### config.mk
export PLATFORM = sky130hd
export DESIGN_NAME = cpu_controller
export DESIGN_NICKNAME = d
export VERILOG_FILES = /design/src/rtl/cpu_controller.sv
export SDC_FILE = /design/constraint.sdc
export NUM_CORES = 1
export LEC_CHECK = 0
export BUFFER_PORTS_ARGS = -buffer_cell sky130_fd_sc_hd__buf_4
export CORE_AREA = 2 2 39 41
export CTS_CLUSTER_SIZE = 24
export DETAILED_ROUTE_END_ITERATION = 6
export DIE_AREA = 0 0 41 43
export GPL_TIMING_DRIVEN = 0
export PLACE_DENSITY = 0.61
export SLEW_MARGIN = 40
export SYNTH_ARGS = -nofsm -noshare
export SYNTH_HDL_FRONTEND = slang
export SYNTH_SLANG_ARGS = --single-unit
### constraint.sdc
create_clock -name clk -period 2.25 [get_ports clk]
set_input_delay 0.675 -clock clk [delete_from_list [all_inputs] [get_ports clk]]
set_output_delay 0.675 -clock clk [all_outputs]
set_load 0.02 [all_outputs]
### src/rtl/cpu_controller.sv
// Instruction sequencer for the 8-bit RISC CPU: an 8-phase fetch/execute
// counter with a sticky halt, decoding bus/register strobes from phase, opcode and zero.
module cpu_controller #(
  parameter int OPCODE  = 3,
  parameter int PHASE_W = 3
) (
  input  logic               clk,
  input  logic               rst,
  input  logic [OPCODE-1:0]  opcode,
  input  logic               zero,
  output logic               sel,
  output logic               rd,
  output logic               ld_ir,
  output logic               inc_pc,
  output logic               ld_pc,
  output logic               ld_ac,
  output logic               wr,
  output logic               data_e,
  output logic               halt,
  output logic [PHASE_W-1:0] phase
);

  typedef enum logic [PHASE_W-1:0] {
    INST_ADDR  = 3'd0,
    INST_FETCH = 3'd1,
    INST_LOAD  = 3'd2,
    IDLE       = 3'd3,
    OP_ADDR    = 3'd4,
    OP_FETCH   = 3'd5,
    ALU_OP     = 3'd6,
    STORE      = 3'd7
  } phase_t;

  localparam logic [OPCODE-1:0] OP_HLT = 3'b000;
  localparam logic [OPCODE-1:0] OP_SKZ = 3'b001;
  localparam logic [OPCODE-1:0] OP_ADD = 3'b010;
  localparam logic [OPCODE-1:0] OP_AND = 3'b011;
  localparam logic [OPCODE-1:0] OP_XOR = 3'b100;
  localparam logic [OPCODE-1:0] OP_LDA = 3'b101;
  localparam logic [OPCODE-1:0] OP_STO = 3'b110;
  localparam logic [OPCODE-1:0] OP_JMP = 3'b111;

  phase_t phase_r;
  logic   halted_r;
  logic   aluop_s;

  // Phase sequencing; a HLT seen at the end of OP_ADDR freezes the core there.
  always_ff @(posedge clk or posedge rst) begin
    if (rst) begin
      phase_r  <= INST_ADDR;
      halted_r <= 1'b0;
    end else if (halted_r) begin
      phase_r  <= phase_r;
      halted_r <= 1'b1;
    end else if ((phase_r == OP_ADDR) && (opcode == OP_HLT)) begin
      phase_r  <= phase_r;
      halted_r <= 1'b1;
    end else begin
      phase_r  <= phase_t'(phase_r + 3'd1);
      halted_r <= 1'b0;
    end
  end

  assign aluop_s = (opcode == OP_ADD) || (opcode == OP_AND) ||
                   (opcode == OP_XOR) || (opcode == OP_LDA);

  // Strobe decode; opcode only matters from OP_ADDR onward, zero only in ALU_OP.
  always_comb begin
    sel    = 1'b0;
    rd     = 1'b0;
    ld_ir  = 1'b0;
    inc_pc = 1'b0;
    ld_pc  = 1'b0;
    ld_ac  = 1'b0;
    wr     = 1'b0;
    data_e = 1'b0;
    halt   = 1'b0;
    if (halted_r) begin
      halt = 1'b1;
    end else begin
      case (phase_r)
        INST_ADDR: begin
          sel = 1'b1;
        end
        INST_FETCH: begin
          sel = 1'b1;
          rd  = 1'b1;
        end
        INST_LOAD, IDLE: begin
          sel   = 1'b1;
          rd    = 1'b1;
          ld_ir = 1'b1;
        end
        OP_ADDR: begin
          inc_pc = 1'b1;
          halt   = (opcode == OP_HLT);
        end
        OP_FETCH: begin
          rd = aluop_s;
        end
        ALU_OP: begin
          rd     = aluop_s;
          inc_pc = (opcode == OP_SKZ) && zero;
          ld_pc  = (opcode == OP_JMP);
          data_e = (opcode == OP_STO);
        end
        STORE: begin
          rd     = aluop_s;
          ld_ac  = aluop_s;
          ld_pc  = (opcode == OP_JMP);
          wr     = (opcode == OP_STO);
          data_e = (opcode == OP_STO);
        end
        default: begin
          sel = 1'b0;
        end
      endcase
    end
  end

  assign phase = phase_r;

endmodule

After elaboration in Yosys (flattened, before gate mapping)
Cells that the tools add are included.
{"block": "totals", "inputBits": 6, "register_bits": 4, "wordCells": 52, "output_inout_bits": 12}
{"block": "classes", "n_addsub": 1, "muxes": 20, "bitwise_logic": 2, "n_eq_ne": 14, "n_reduce_logical": 13}
{"operator": "== test 3 bit (second input constant)", "count": 8}
{"operator": "2-to-1 mux 1 bit", "count": 18}
{"operator": "== test 3 x 2 -> 1 bit (second input constant)", "count": 4}
{"operator": "== test 3 x 1 -> 1 bit (second input constant)", "count": 2}
{"operator": "zero test 3 bit", "count": 2}
{"operator": "OR reduction 3 bit", "count": 2}
{"operator": "case mux 1 bit (2 select lines)", "count": 2}
{"operator": "OR reduction 2 bit", "count": 2}
{"operator": "OR reduction 4 bit", "count": 1}
{"operator": "adder 3 x 1 -> 3 bit (second input constant)", "count": 1}
{"operator": "logical OR 1 bit", "count": 3}
{"operator": "logical AND 1 bit", "count": 2}
{"operator": "NOT 1 bit", "count": 2}
{"operator": "AND reduction 2 bit", "count": 1}

Longest topological paths before layout
{"block": "depth", "depth_word": 6, "mapped_depth": 5, "mapped_depth_nobuf": 5}

Least setup slack after synthesis
Ideal clock, no wire load.
{"block": "synth_path", "path_kind": "register -> output", "start": "register phase_r[0], in the netlist phase[0]", "end": "output ld_pc", "arrival_time_ns": 1.701, "path_stages_with_launch": 5, "path_slack_ns": -0.126, "required_ns": 1.575, "n_path_buf": 0, "path_cell_list": "dfrtp_1 inv_1 ha_1 a21oi_1 nor4b_1"}
{"block": "synth_between", "elab_chain_cells": 4, "word_cells_on_any_way": 5, "classes_between": "2 x eq/ne; 2 x mux; 1 x reduce/logical"}
{"item": "start, declared", "line_no": "43", "source": "phase_t phase_r;"}
{"item": "start signal, assigned", "line_no": "53", "source": "phase_r <= phase_r;"}
{"item": "start signal, assigned", "line_no": "56", "source": "phase_r <= phase_r;"}
{"item": "start signal, assigned", "line_no": "59", "source": "phase_r <= phase_t'(phase_r + 3'd1);"}
{"item": "== test 3 bit", "line_no": "81", "source": "case (phase_r)"}
{"item": "OR reduction 2 bit (no source line) (*)"}
{"item": "2-to-1 mux 1 bit (*)"}
{"item": "2-to-1 mux 1 bit (*)", "line_no": "78", "source": "if (halted_r) begin"}
{"item": "end, declared", "line_no": "15", "source": "output logic ld_pc,"}
Mark *: on every way between the ends. The rest lies on a longest branch, timed or not.

Worst setup path after layout
{"block": "layout_path", "start": "register phase_r[0], in the netlist phase[0]", "end": "output sel"}
{"block": "layout_between", "elab_chain_cells": 4, "word_cells_on_any_way": 7, "classes_between": "3 x eq/ne; 2 x mux; 2 x reduce/logical"}
{"item": "== test 3 x 2 -> 1 bit, or another cell as far along", "line_no": "81"}
{"item": "OR reduction 4 bit (no source line) (*)"}
{"item": "2-to-1 mux 1 bit (*)", "line_no": "81"}
{"item": "2-to-1 mux 1 bit (*)", "line_no": "78"}
{"item": "end, declared", "line_no": "11", "source": "output logic sel,"}
Marks and branches as above.

==> impl_results.md <==
- Synthesized area: between 300 and 400 um^2
- Hold slack final: roughly 0.32 ns
- Synthesized Nets: 53
- Core area: 0.00138 mm^2
- Critical path arrival: 1.63 ns
- Synth top area share: 0.272
- # rows: 14
- Mean area per synthesized cell: 8.97 um^2
- Synthesis-to-layout area growth: 72.8%
- Root buffer cell: clkbuf_4
- Initial antenna violation count: 0
- Synth area leader: dfrtp_1
- Worst R2R Start: phase[0]$_DFFE_PP0P_
- WP buf/inv: 2
- # fillers: 155
- Cells along the critical path: inv_2 > ha_4 > or3_1 > a21oi_1 > nor2_1 > buf_4
- HPWL Detailed: 689 um
- Final net count: 79
- Clk_skew: 0.00164 ns
- Placer congestion estimate: 0.678
- Status: complete, but fails checks
- Endpoint class of the critical path: primary output
- DRC Markers: 0
- Top cells by area, synth: dfrtp_1 (27%), ha_1 (20%), inv_1 (5.1%)
- Drt via density: 4.75
- Final Hold Fails: 0
- Tot Pwr: 947 uW
- Count of pins over their slew limit: 0
- Final WL: 983 um
- Register area share after synthesis: 0.272
- Slowest cell on crit path: dfrtp_1
- Die Footprint: 0.00176 mm^2
- TritonRoute pass-1 iters: 3
- Clk buf depth: 2
- TNS Setup: -0.0807 ns
- Crit path largest cell delay: roughly 0.41 ns
- First-pass GRT wire length: 1570 um
- Total gr overflow: 0
- Total number of vias: 385
- Flops & latches, synth: 4
- CP max FO: 4
- CTS clk-pin slew, worst paths: roughly 0.040 ns
- Min Tclk post-route: 2.31 ns
- Area of the multi-input gates: 304 um^2
- Failing checks: negative setup slack
- Worst vdd ir: 639 uV
- Slew at the pin closest to its max-slew limit: 0.252 ns
- Initial drt markers: 3
- Critical path's top delay family: simple AND/OR/NAND/NOR gates
- Syn. warnings: 0
- R2R setup slack: 0.66 ns
- Ant. Diodes: 0
- Slew headroom: 0.831
- Netlist cell types: 20
- Die height: 43 um
- Port bufs: 17
- Max Clock Freq: around 430 MHz
- Static Leakage: approximately 0.00029 uW
- Antenna Nets Post-Route: 0
- Startpoint Class: register
- Max Cap Violations: 0
- Finished Cell Area: 636 um^2
- Num CTS Buffers: 3
- Routed len/inst: 12.1 um
- Pwr Density: 1490 mW/mm^2
- Tcrit/Tclk final: 1.03
- Worst Path Required: 1.57 ns
- CTS H-tree lvls: 1
- Crit Path Category: register to primary output
- Layout cells sized above 1: 0.600
- Endpoints failing setup: 2
- Total GRT Usage: 0.132
- Storage cell area: 100 um^2
- DIE WIDTH: around 41 um
- IO Count: 18
- Vias in the first global route: 377
- Mapped Cells: 41
- Initial core utilization: 0.266
- CTS tree: done
- DP Area: about 530 um^2
- Setup ws final: -0.0567 ns
- Min-delay worst type: primary input to asynchronous set/reset pin
- Clk_lat worst skew: 0.23 ns
- Clk sink count: 4
- Reg2reg path depth: 6
- RSZ-0062 raised after global routing: yes
- Hold buffer count at CTS: 0
- Worst reg2reg endpoint: phase[1]$_DFFE_PP0P_
- Largest net degree at the start of global routing: 11
## placed cells by master (no fill, tap or decap), drive strengths merged
cell | Yosys | final
nand2 | 1 | 1
nor3b | 1 | 1
nor3 | 2 | 2
nand2b | 1 | 1
a41oi | 1 | 1
o21ai | 2 | 2
clkbuf | 0 | 3
ha | 6 | 6
mux2 | 1 | 1
xnor2 | 2 | 2
a21oi | 4 | 4
dfrtp | 4 | 4
nor4b | 2 | 2
nor4 | 2 | 2
buf | 1 | 22
nor2 | 4 | 4
o32ai | 1 | 1
inv | 5 | 5
or3 | 1 | 1
## report_power, final
group	total, uW	internal (uW)	switching [uW]
sequential	159	112	47.1
clock	88.4	59.6	28.7
combinational	700	338	362
total	947	510	438
## flip-flops by register name, summed over array words and instances, names as in the netlist
register	cells
phase	3
halted_r	1
## metal layers
metal	share of wire	track usage	wire length, um	vias up
li1	-	-	-	198
met3	0.071	0.0262	70	0
met2	0.57	0.228	556	12
met1	0.36	0.133	355	175
met5	0	0	0	-
met4	0	0.0800	0	0
## Yosys cell counts
library cell,n
o32ai_1,1
o21ai_0,2
nor4_1,2
nor3b_1,1
nor4b_2,1
or3_1,1
a41oi_1,1
nand2b_1,1
dfrtp_1,4
inv_1,5
buf_2,1
a21oi_1,3
xnor2_1,2
nor4b_1,1
nor2_1,4
nor3_1,2
a21oi_2,1
nand2_1,1
ha_1,6
mux2_4,1
## stage by stage
| step | instances | setup slack, ns | utilization |
|---|---|---|---|
| 2_1_floorplan | 41 | 0.000394 | - |
| 3_3_place_gp | 74 | 0.0118 | 0.382 |
| 3_5_place_dp | 74 | 0.0163 | 0.382 |
| 4_1_cts | 79 | -0.0353 | 0.446 |
| 5_1_grt | 81 | -0.125 | 0.459 |
| 6_report | 81 | -0.0567 | 0.459 |
## worst reg2reg max path, cell delays in order (launching register included)
cell	delay (ns)
dfrtp_1	0.42
inv_2	0.13
ha_4	0.16
nor4b_4	0.22
a21oi_2	0.10
buf_4	0.15
mux2_4	0.28
## logic make-up after synthesis
kind of cell               Yosys count  synth area share
DFF                                  4             0.272
xor gates and xnor gates             2            0.0476
muxes                                1            0.0408
AOI/OAI and AO/OA                    8             0.139
adders and majority gates            6             0.204
buffers and inverters                6            0.0646
and+or+nand+nor                     14             0.231
## area by class of cell
type | count | area share
sequential | 4 | 0.157
multi-input combinational | 31 | 0.478
timing repair buffer | 21 | 0.260
buffer | 1 | 0.00787
tap | 16 | 0.0315
inverter | 5 | 0.0295
clock buffer | 3 | 0.0354
## what timing repair did
action	4_1_cts	5_1_grt
setup buffers	2	2
gates resized for setup	13	1
pin swaps	2	1
setup endpoints to repair	6	6
## worst max path at each step
stage | start | to | cells past startpoint
global route | phase[0]$_DFFE_PP0P_ | sel | 6
detailed placement | opcode[2] | rd | 5
CTS | phase[0]$_DFFE_PP0P_ | sel | 6
global placement | opcode[2] | rd | 5
finish | phase[0]$_DFFE_PP0P_ | sel | 6
floorplan | phase[0]$_DFFE_PP0P_ | inc_pc | 4
Note: power is estimated with default switching activity, not from simulation.
